## src/rtl/jpeg_pkg.sv

```systemverilog
// Shared JPEG pipeline types and constants: component tags and block geometry.
package jpeg_pkg;

    typedef enum logic [1:0] {
        COMP_Y  = 2'd0,
        COMP_CB = 2'd1,
        COMP_CR = 2'd2
    } comp_t;

    localparam int COEF_W    = 11;
    localparam int BLK_BEATS = 64;
    localparam int BEAT_W    = $clog2(BLK_BEATS);
    localparam int IDX_W     = 3;

    // Schedule entry -> component: Y_PER_MCU luma blocks, then Cb, then Cr.
    function automatic comp_t sched_comp(input logic [IDX_W-1:0] idx, input int y_per_mcu);
        if (int'(idx) < y_per_mcu) begin
            return COMP_Y;
        end else if (int'(idx) == y_per_mcu) begin
            return COMP_CB;
        end
        return COMP_CR;
    endfunction

endpackage

```

## src/rtl/mcu_seq.sv

```systemverilog
// MCU position tracker: 64-beat block counter plus schedule index that wraps
// after the Cr block. Advances only on transfers.
module mcu_seq
    import jpeg_pkg::*;
#(
    parameter int Y_PER_MCU = 4
) (
    input  logic  clk,
    input  logic  rst,
    input  logic  adv_i,
    output comp_t comp_o,
    output logic  sob_o,
    output logic  eob_o,
    output logic  eom_o
);

    localparam logic [IDX_W-1:0]  LAST_IDX  = IDX_W'(Y_PER_MCU + 1);
    localparam logic [BEAT_W-1:0] LAST_BEAT = BEAT_W'(BLK_BEATS - 1);

    logic [BEAT_W-1:0] beat_q, beat_d;
    logic [IDX_W-1:0]  idx_q, idx_d;

    always_comb begin
        beat_d = beat_q;
        idx_d  = idx_q;
        if (adv_i) begin
            beat_d = (beat_q == LAST_BEAT) ? '0 : beat_q + BEAT_W'(1);
            if (beat_q == LAST_BEAT) begin
                idx_d = (idx_q == LAST_IDX) ? '0 : idx_q + IDX_W'(1);
            end
        end
    end

    always_ff @(posedge clk) begin
        if (rst) begin
            beat_q <= '0;
            idx_q  <= '0;
        end else begin
            beat_q <= beat_d;
            idx_q  <= idx_d;
        end
    end

    assign comp_o = sched_comp(idx_q, Y_PER_MCU);
    assign sob_o  = (beat_q == '0);
    assign eob_o  = (beat_q == LAST_BEAT);
    assign eom_o  = eob_o && (comp_o == COMP_CR);

endmodule

```

## src/rtl/mcu_sched.sv

```systemverilog
// Shares one zigzag block between the Y/Cb/Cr coefficient streams in MCU order,
// limits blocks in flight to the zigzag double buffer, and tags its output.
module mcu_sched
    import jpeg_pkg::*;
#(
    parameter int Y_PER_MCU = 4
) (
    input  logic                   clk,
    input  logic                   rst,
    input  logic [2:0]             src_ena_in,
    input  logic [2:0][COEF_W-1:0] src_in,
    output logic [2:0]             src_rdy_out,
    output logic                   zz_ena_out,
    output logic [COEF_W-1:0]      zz_out,
    input  logic                   zz_rdy_in,
    input  logic                   zz_ena_in,
    input  logic [COEF_W-1:0]      zz_in,
    output logic                   zz_rdy_out,
    output logic                   ena_out,
    output logic [COEF_W-1:0]      out,
    input  logic                   rdy_in,
    output logic [1:0]             comp_out,
    output logic                   sob_out,
    output logic                   eob_out,
    output logic                   eom_out,
    output logic                   err_out
);

    comp_t in_comp, out_comp;
    logic  in_sob, in_eob, in_eom;
    logic  out_sob, out_eob, out_eom;
    logic  in_xfer, out_xfer, stall;
    logic  inc, dec;
    logic  unused_in_flags;

    logic [1:0] infl_q, infl_d;
    logic       err_q, err_d;

    mcu_seq #(.Y_PER_MCU(Y_PER_MCU)) u_in_seq (
        .clk   (clk),
        .rst   (rst),
        .adv_i (in_xfer),
        .comp_o(in_comp),
        .sob_o (in_sob),
        .eob_o (in_eob),
        .eom_o (in_eom)
    );

    mcu_seq #(.Y_PER_MCU(Y_PER_MCU)) u_out_seq (
        .clk   (clk),
        .rst   (rst),
        .adv_i (out_xfer),
        .comp_o(out_comp),
        .sob_o (out_sob),
        .eob_o (out_eob),
        .eom_o (out_eom)
    );

    assign unused_in_flags = in_eob ^ in_eom;

    // Only a block that has not yet started may be held back.
    assign stall = (infl_q == 2'd2) && in_sob;

    always_comb begin
        src_rdy_out = '0;
        if (!rst) begin
            src_rdy_out[in_comp] = zz_rdy_in && !stall;
        end
    end

    assign zz_ena_out = !rst && src_ena_in[in_comp] && !stall;
    assign zz_out     = src_in[in_comp];
    assign in_xfer    = zz_ena_out && zz_rdy_in;

    assign zz_rdy_out = !rst && rdy_in;
    assign ena_out    = zz_ena_in;
    assign out        = zz_in;
    assign out_xfer   = zz_ena_in && rdy_in;

    assign comp_out = out_comp;
    assign sob_out  = ena_out && out_sob;
    assign eob_out  = ena_out && out_eob;
    assign eom_out  = ena_out && out_eom;

    assign inc = in_xfer && in_sob;
    assign dec = out_xfer && out_eob;

    always_comb begin
        infl_d = infl_q;
        err_d  = err_q;
        if (inc && !dec) begin
            infl_d = infl_q + 2'd1;
        end else if (dec && !inc && (infl_q != 2'd0)) begin
            infl_d = infl_q - 2'd1;
        end
        if (zz_ena_in && (infl_q == 2'd0)) begin
            err_d = 1'b1;
        end
    end

    always_ff @(posedge clk) begin
        if (rst) begin
            infl_q <= '0;
            err_q  <= 1'b0;
        end else begin
            infl_q <= infl_d;
            err_q  <= err_d;
        end
    end

    assign err_out = err_q;

endmodule

```

## config.mk

```make
export PLATFORM = sky130hd
export DESIGN_NAME = mcu_sched
export DESIGN_NICKNAME = d
export VERILOG_FILES = /design/src/rtl/jpeg_pkg.sv /design/src/rtl/mcu_seq.sv /design/src/rtl/mcu_sched.sv
export SDC_FILE = /design/constraint.sdc
export NUM_CORES = 1
export LEC_CHECK = 0
export BUFFER_PORTS_ARGS = -buffer_cell sky130_fd_sc_hd__buf_2
export CAP_MARGIN = 20
export CORE_UTILIZATION = 44
export CTS_CLUSTER_DIAMETER = 80
export CTS_CLUSTER_SIZE = 40
export DETAILED_ROUTE_END_ITERATION = 8
export PLACE_DENSITY = 0.83
export SKIP_LAST_GASP = 1
export SLEW_MARGIN = 20
export SYNTH_ARGS = -nofsm -noshare
export SYNTH_HDL_FRONTEND = slang
export SYNTH_HIERARCHICAL = 1
export SYNTH_SLANG_ARGS = --single-unit
```

## constraint.sdc

```tcl
create_clock -name clk -period 2.56 [get_ports clk]
set_input_delay 0.128 -clock clk [delete_from_list [all_inputs] [get_ports clk]]
set_output_delay 0.128 -clock clk [all_outputs]
set_load 0.05 [all_outputs]
```

==> out/qor.txt, run 1 <==
================================================================================
Worst vdd ir                                                          0.000133 V
First-pass DRT Iterations                                                      4
Type of the tightest min-delay check                                   in -> reg
HPWL after detailed placement                                            2.59 mm
Netlist area before placement                                           1550 µm²
Die span in y                                                            61.3 µm
Critical-path maximum fanout                                                   8
TritonCTS clock tree                                                       built
First-pass GRT wire length                                               5.05 mm
Final estimated routing congestion in global placement                     0.787
Largest net degree at the start of global routing                             31
Final Max Slew Viols                                                           0
GR Overflow Total                                                              0
Tcrit/Tclk final                                                           89.6%
Final Setup Violations                                                         0
Buffer cell driving the clock tree root                                 clkbuf_4
Status                                                              finished, final reports clean
Final hold slack                                                          145 ps
Post-route antenna net violation count                                         0
Number of cells produced by synthesis                                        195
Num rows                                                                      21
Total number of yosys warnings                                                 6
Share of post-route cells with drive strength above 1                      30.6%
Per-cell via count in the routed design                                     5.29
Req. time, crit path                                                     2780 ps
Crit. End Element                                                       register
First DRT Iteration DRCs                                                      58
Max cap viols                                                                  0
Clock Tree Buf Depth                                                           2
Number of antenna violations at the first check in global routing              0
Cell chain of the critical path                                     inv_1 -> ha_1 -> and2_1 -> nand3b_2 -> nand3b_4 -> nor2_1 -> nand4_1 -> or3_1 -> a211oi_1
H-tree depth                                                                   1
Clk Latency, worst-skew pair                                              300 ps
Post-CTS setup repair buffer count                                             0
Slowest library cell on the worst path                                   dfxtp_1
Longest individual stage delay on the worst path                          390 ps
Power density normalized to cell area                                 349 nW/µm²
Routed wire length                                                       3.43 mm
Accumulated negative setup slack                                            0 ps
# fillers                                                                    348
Data arrival at the endpoint of the critical path                        2510 ps
Standby leakage power                                                0.000767 µW
Count of port buffers added during placement                                  63
Number of clock sinks                                                         21
Die area                                                                3760 µm²
Tightest Pin Transition                                                   352 ps
Synthesized area per cell                                               7.94 µm²
Via count of the first global-routing pass                                  1287
I/O pin total                                                                 86
Relative slew slack                                                        76.5%
Setup repair after global routing missed its margin                           no
Die boundary width                                                       61.3 µm
Final number of hold-violating endpoints                                       0
Final net count                                                              305
Drt drc                                                                        0
Number of buffers and inverters on the critical path                           1
Worst Setup Start Kind                                                  register
Setup skew after layout                                                  4.79 ps
Highest achievable clock rate                                          0.436 GHz
Count of vias placed by the detailed router                                 1556
Post-cts gate resize count                                                     0
Initial standard-cell utilization of the core                              46.0%
Antenna diodes                                                                 0
Area growth from synthesis to layout                                       20.1%
Clock Pin Slew Worst Setup and Hold Paths                                 120 ps
Core Region                                                             3360 µm²
Number of hold buffers added after cts                                         0
Final min period                                                         2290 ps
Syn_nets                                                                     251
Inserted Clock Buffers                                                         3
Top Family by Delay on Critical Path                                simple AND/OR/NAND/NOR gates
Crit Path Category                                                    reg -> reg
Wire length per cell after detailed routing                              11.7 µm
GRT Resource Usage Total                                                   17.9%
================================================================================
==> final timing paths <==
check / start / endpoint / slack (ps) / cells after the start
setup / recovery: u_in_seq/beat_q[0] / u_in_seq/beat_q[5] / 270 / 9
hold / removal: zz_ena_in / err_out / 140 / 3
setup reg to reg: u_in_seq/beat_q[0] / u_in_seq/beat_q[5] / 270 / 9
hold reg to reg: err_out / err_out / 490 / 2
==> flip-flops by register name, indices dropped and copies added, names as in the netlist <==
name and flops:
infl_q 2, u_out_seq/idx_q 3, u_in_seq/idx_q 3, u_out_seq/beat_q 6, err_out 1, u_in_seq/beat_q 6
==> power breakdown <==
group	internal [µW]	switching, µW	leakage (µW)
combinational	53.6	99.0	0.000582
clock	60.7	98.7	0.0000150
sequential	332	5.10	0.000170
total	446	203	0.000767
==> layout by cell type, fill, tap and decap left out, drive strengths merged <==
cell     instances
nor3b            6
mux2i           12
nor3             4
o31a             1
nand2           21
nand2b           3
o21ai           19
xor2             6
a2111oi          1
nand4            4
o21a             2
nor2b            1
o22ai            2
nor2            12
and2b            1
or4              3
a21oi            7
or4b             2
nor4             2
or3              7
buf             68
dfxtp           21
or3b             1
nand3b           3
o32ai            2
and2             7
a2bb2oi          1
o31ai            1
clkbuf           4
a211oi           2
nand3           10
ha               4
inv              7
and3             1
==> tightest hold or removal path: stages <==
cell     delay (ps)
buf_2           140
a21oi_1          70
nor2_1           70
==> per-stage QoR <==
| step | area, µm² | std cells | total power (µW) | utilization, % | worst slack (ps) |
|---|---|---|---|---|---|
| floorplan | 1550 | 195 | 489 | - | 145 |
| global placement | 1830 | 290 | 495 | 54.5 | 417 |
| detailed placement | 1830 | 290 | 498 | 54.5 | 338 |
| CTS | 1860 | 294 | 658 | 55.3 | 267 |
| global route | 1860 | 294 | 681 | 55.3 | 95.4 |
| finish | 1860 | 294 | 649 | 55.3 | 267 |
==> layer usage <==
metal	up-vias	routed length, µm	global-route usage, %
met5	-	0	0
met4	0	51	9.74
met3	10	197	2.31
met2	50	1750	34.2
met1	698	1430	18.8
li1	798	-	-
==> final cells by class <==
| class | count | area [µm²] | share of cell area, % |
|---|---|---|---|
| repair buffers | 68 | 353 | 19.0 |
| multi-input cells | 148 | 976 | 52.5 |
| inverters | 7 | 26.3 | 1.41 |
| flip-flops and latches | 21 | 420 | 22.6 |
| well taps | 46 | 57.6 | 3.10 |
| clock buffers | 4 | 26.3 | 1.41 |
No activity file was read; power rests on OpenSTA's default activity.
==> run 2: changes to the inputs <==
- PLACE_DENSITY: 0.83 -> 0.86
==> out/qor.txt, run 2 (synthesized netlist as in run 1, its figures left out) <==
================================================================================
Status                                                              finished, final reports clean
Req. time, crit path                                                     2790 ps
Power density normalized to cell area                                 344 nW/µm²
Final estimated routing congestion in global placement                     0.712
Setup skew after layout                                                  11.7 ps
H-tree depth                                                                   1
Worst Hold Launch                                                      zz_ena_in
Final Setup Violations                                                         0
Worst Setup Start Kind                                                  register
First-pass DRT Iterations                                                      4
Core Region                                                             3360 µm²
Setup repair after global routing missed its margin                           no
First DRT Iteration DRCs                                                      56
Top Family by Delay on Critical Path                                simple AND/OR/NAND/NOR gates
Worst vdd ir                                                          0.000222 V
Final min period                                                         2270 ps
Critical-path maximum fanout                                                   8
Largest registers                                                   u_in_seq/beat_q x6, u_out_seq/beat_q x6
Share of post-route cells with drive strength above 1                      32.0%
Num rows                                                                      21
Final number of hold-violating endpoints                                       0
Inserted Clock Buffers                                                         3
Final net count                                                              307
Post-cts gate resize count                                                     0
GR Overflow Total                                                              0
Antenna diodes                                                                 0
Number of antenna violations at the first check in global routing              0
Crit Path Category                                                    reg -> reg
Clk Latency, worst-skew pair                                              300 ps
Buffer cell driving the clock tree root                                 clkbuf_4
Tot Pwr                                                                   645 µW
Number of clock sinks                                                         21
Final Max Slew Viols                                                           0
Area growth from synthesis to layout                                       21.3%
Standby leakage power                                                0.000781 µW
Cell chain of the critical path                                     inv_1 -> ha_1 -> and2_1 -> nand3b_2 -> nand3b_4 -> nor2_2 -> nand4_4 -> or4b_1 -> a21oi_1
Longest individual stage delay on the worst path                          540 ps
Reg-to-reg startpoint                                               u_in_seq/beat_q[0]
Post-CTS setup repair buffer count                                             0
Commonest cells after routing, fill and taps aside                  63 x buf_2, 21 x nand2_1, 21 x dfxtp_1
Relative slew slack                                                        78.6%
Largest net degree at the start of global routing                             31
Slowest library cell on the worst path                                    or4b_1
Count of port buffers added during placement                                  63
Most common cell after layout, fill and taps aside                         buf_2
Clock Tree Buf Depth                                                           2
Data arrival at the endpoint of the critical path                        2500 ps
TritonCTS clock tree                                                       built
Accumulated negative setup slack                                            0 ps
Die boundary width                                                       61.3 µm
Number of buffers and inverters on the critical path                           1
Drt drc                                                                        0
Routed wire length                                                       3.43 mm
Tcrit/Tclk final                                                           88.7%
First-pass GRT wire length                                               5.21 mm
I/O pin total                                                                 86
Post-route antenna net violation count                                         0
Die span in y                                                            61.3 µm
Crit. End Element                                                       register
Max cap viols                                                                  0
GRT Resource Usage Total                                                   18.3%
HPWL after detailed placement                                            2.68 mm
Wire length per cell after detailed routing                              11.6 µm
Highest achievable clock rate                                          0.440 GHz
Via count of the first global-routing pass                                  1331
Per-cell via count in the routed design                                     5.25
Count of vias placed by the detailed router                                 1553
Setup crit start                                                    u_in_seq/beat_q[0]
Die area                                                                3760 µm²
Clock Pin Slew Worst Setup and Hold Paths                                 120 ps
Tightest Pin Transition                                                   314 ps
Initial standard-cell utilization of the core                              46.0%
Type of the tightest min-delay check                                   in -> reg
Number of hold buffers added after cts                                         0
================================================================================
==> run 2: cell types whose count changed in the layout (fill, tap and decap cells not counted) <==
cell      delta
buf_4        +2
clkbuf_1     -1
clkinv_2     +1
nor2_1       -1
nor2_2       +1
==> run 2: power by group <==
part	leakage [µW]	internal, µW	switching, µW
combinational	0.000593	53.2	99.5
sequential	0.000170	332	5.41
clock	0.0000177	58.1	97.1
==> run 2: layout make-up <==
cell class	instances	area [µm²]
Sequential cell	21	420
Clock buffer	3	22.5
Timing Repair Buffer	70	368
Inverter	7	26.3
Multi-Input combinational cell	148	978
Clock inverter	1	5.00
Tap cell	46	57.6
Fill cell	344	1490
==> run 2: worst paths after layout <==
path                       end  slack (ps)  depth (start not counted)
min reg2reg            err_out         490                          2
min                    err_out         140                          3
max reg2reg  u_in_seq/idx_q[2]         290                          9
max          u_in_seq/idx_q[2]         290                          9
==> run 2: per-layer routing <==
layer	part of all wire, %	vias to the layer above	global-route usage [%]
met2	50	49	34.0
met4	3.1	0	9.74
met1	42	689	20.1
met3	4.7	10	2.31
li1	-	805	-
met5	0	-	0
==> run 2: per-stage QoR <==
step                instances  utilization, %  cell area, µm²  worst slack [ps]  hold WS, ps
finish                    296            55.8            1880               289          137
global route              296            55.8            1880              69.6          143
CTS                       296            55.8            1880               121          133
detailed placement        292            54.9            1850               174          256
global placement          292            54.9            1850               266          256
floorplan                 195               -            1550               145          269
==> run 2: worst min-delay path, delay by kind of cell <==
family | cells | cell delay (ps)
buf+inv | 1 | 140
simple gates | 1 | 70
compound gates | 1 | 70
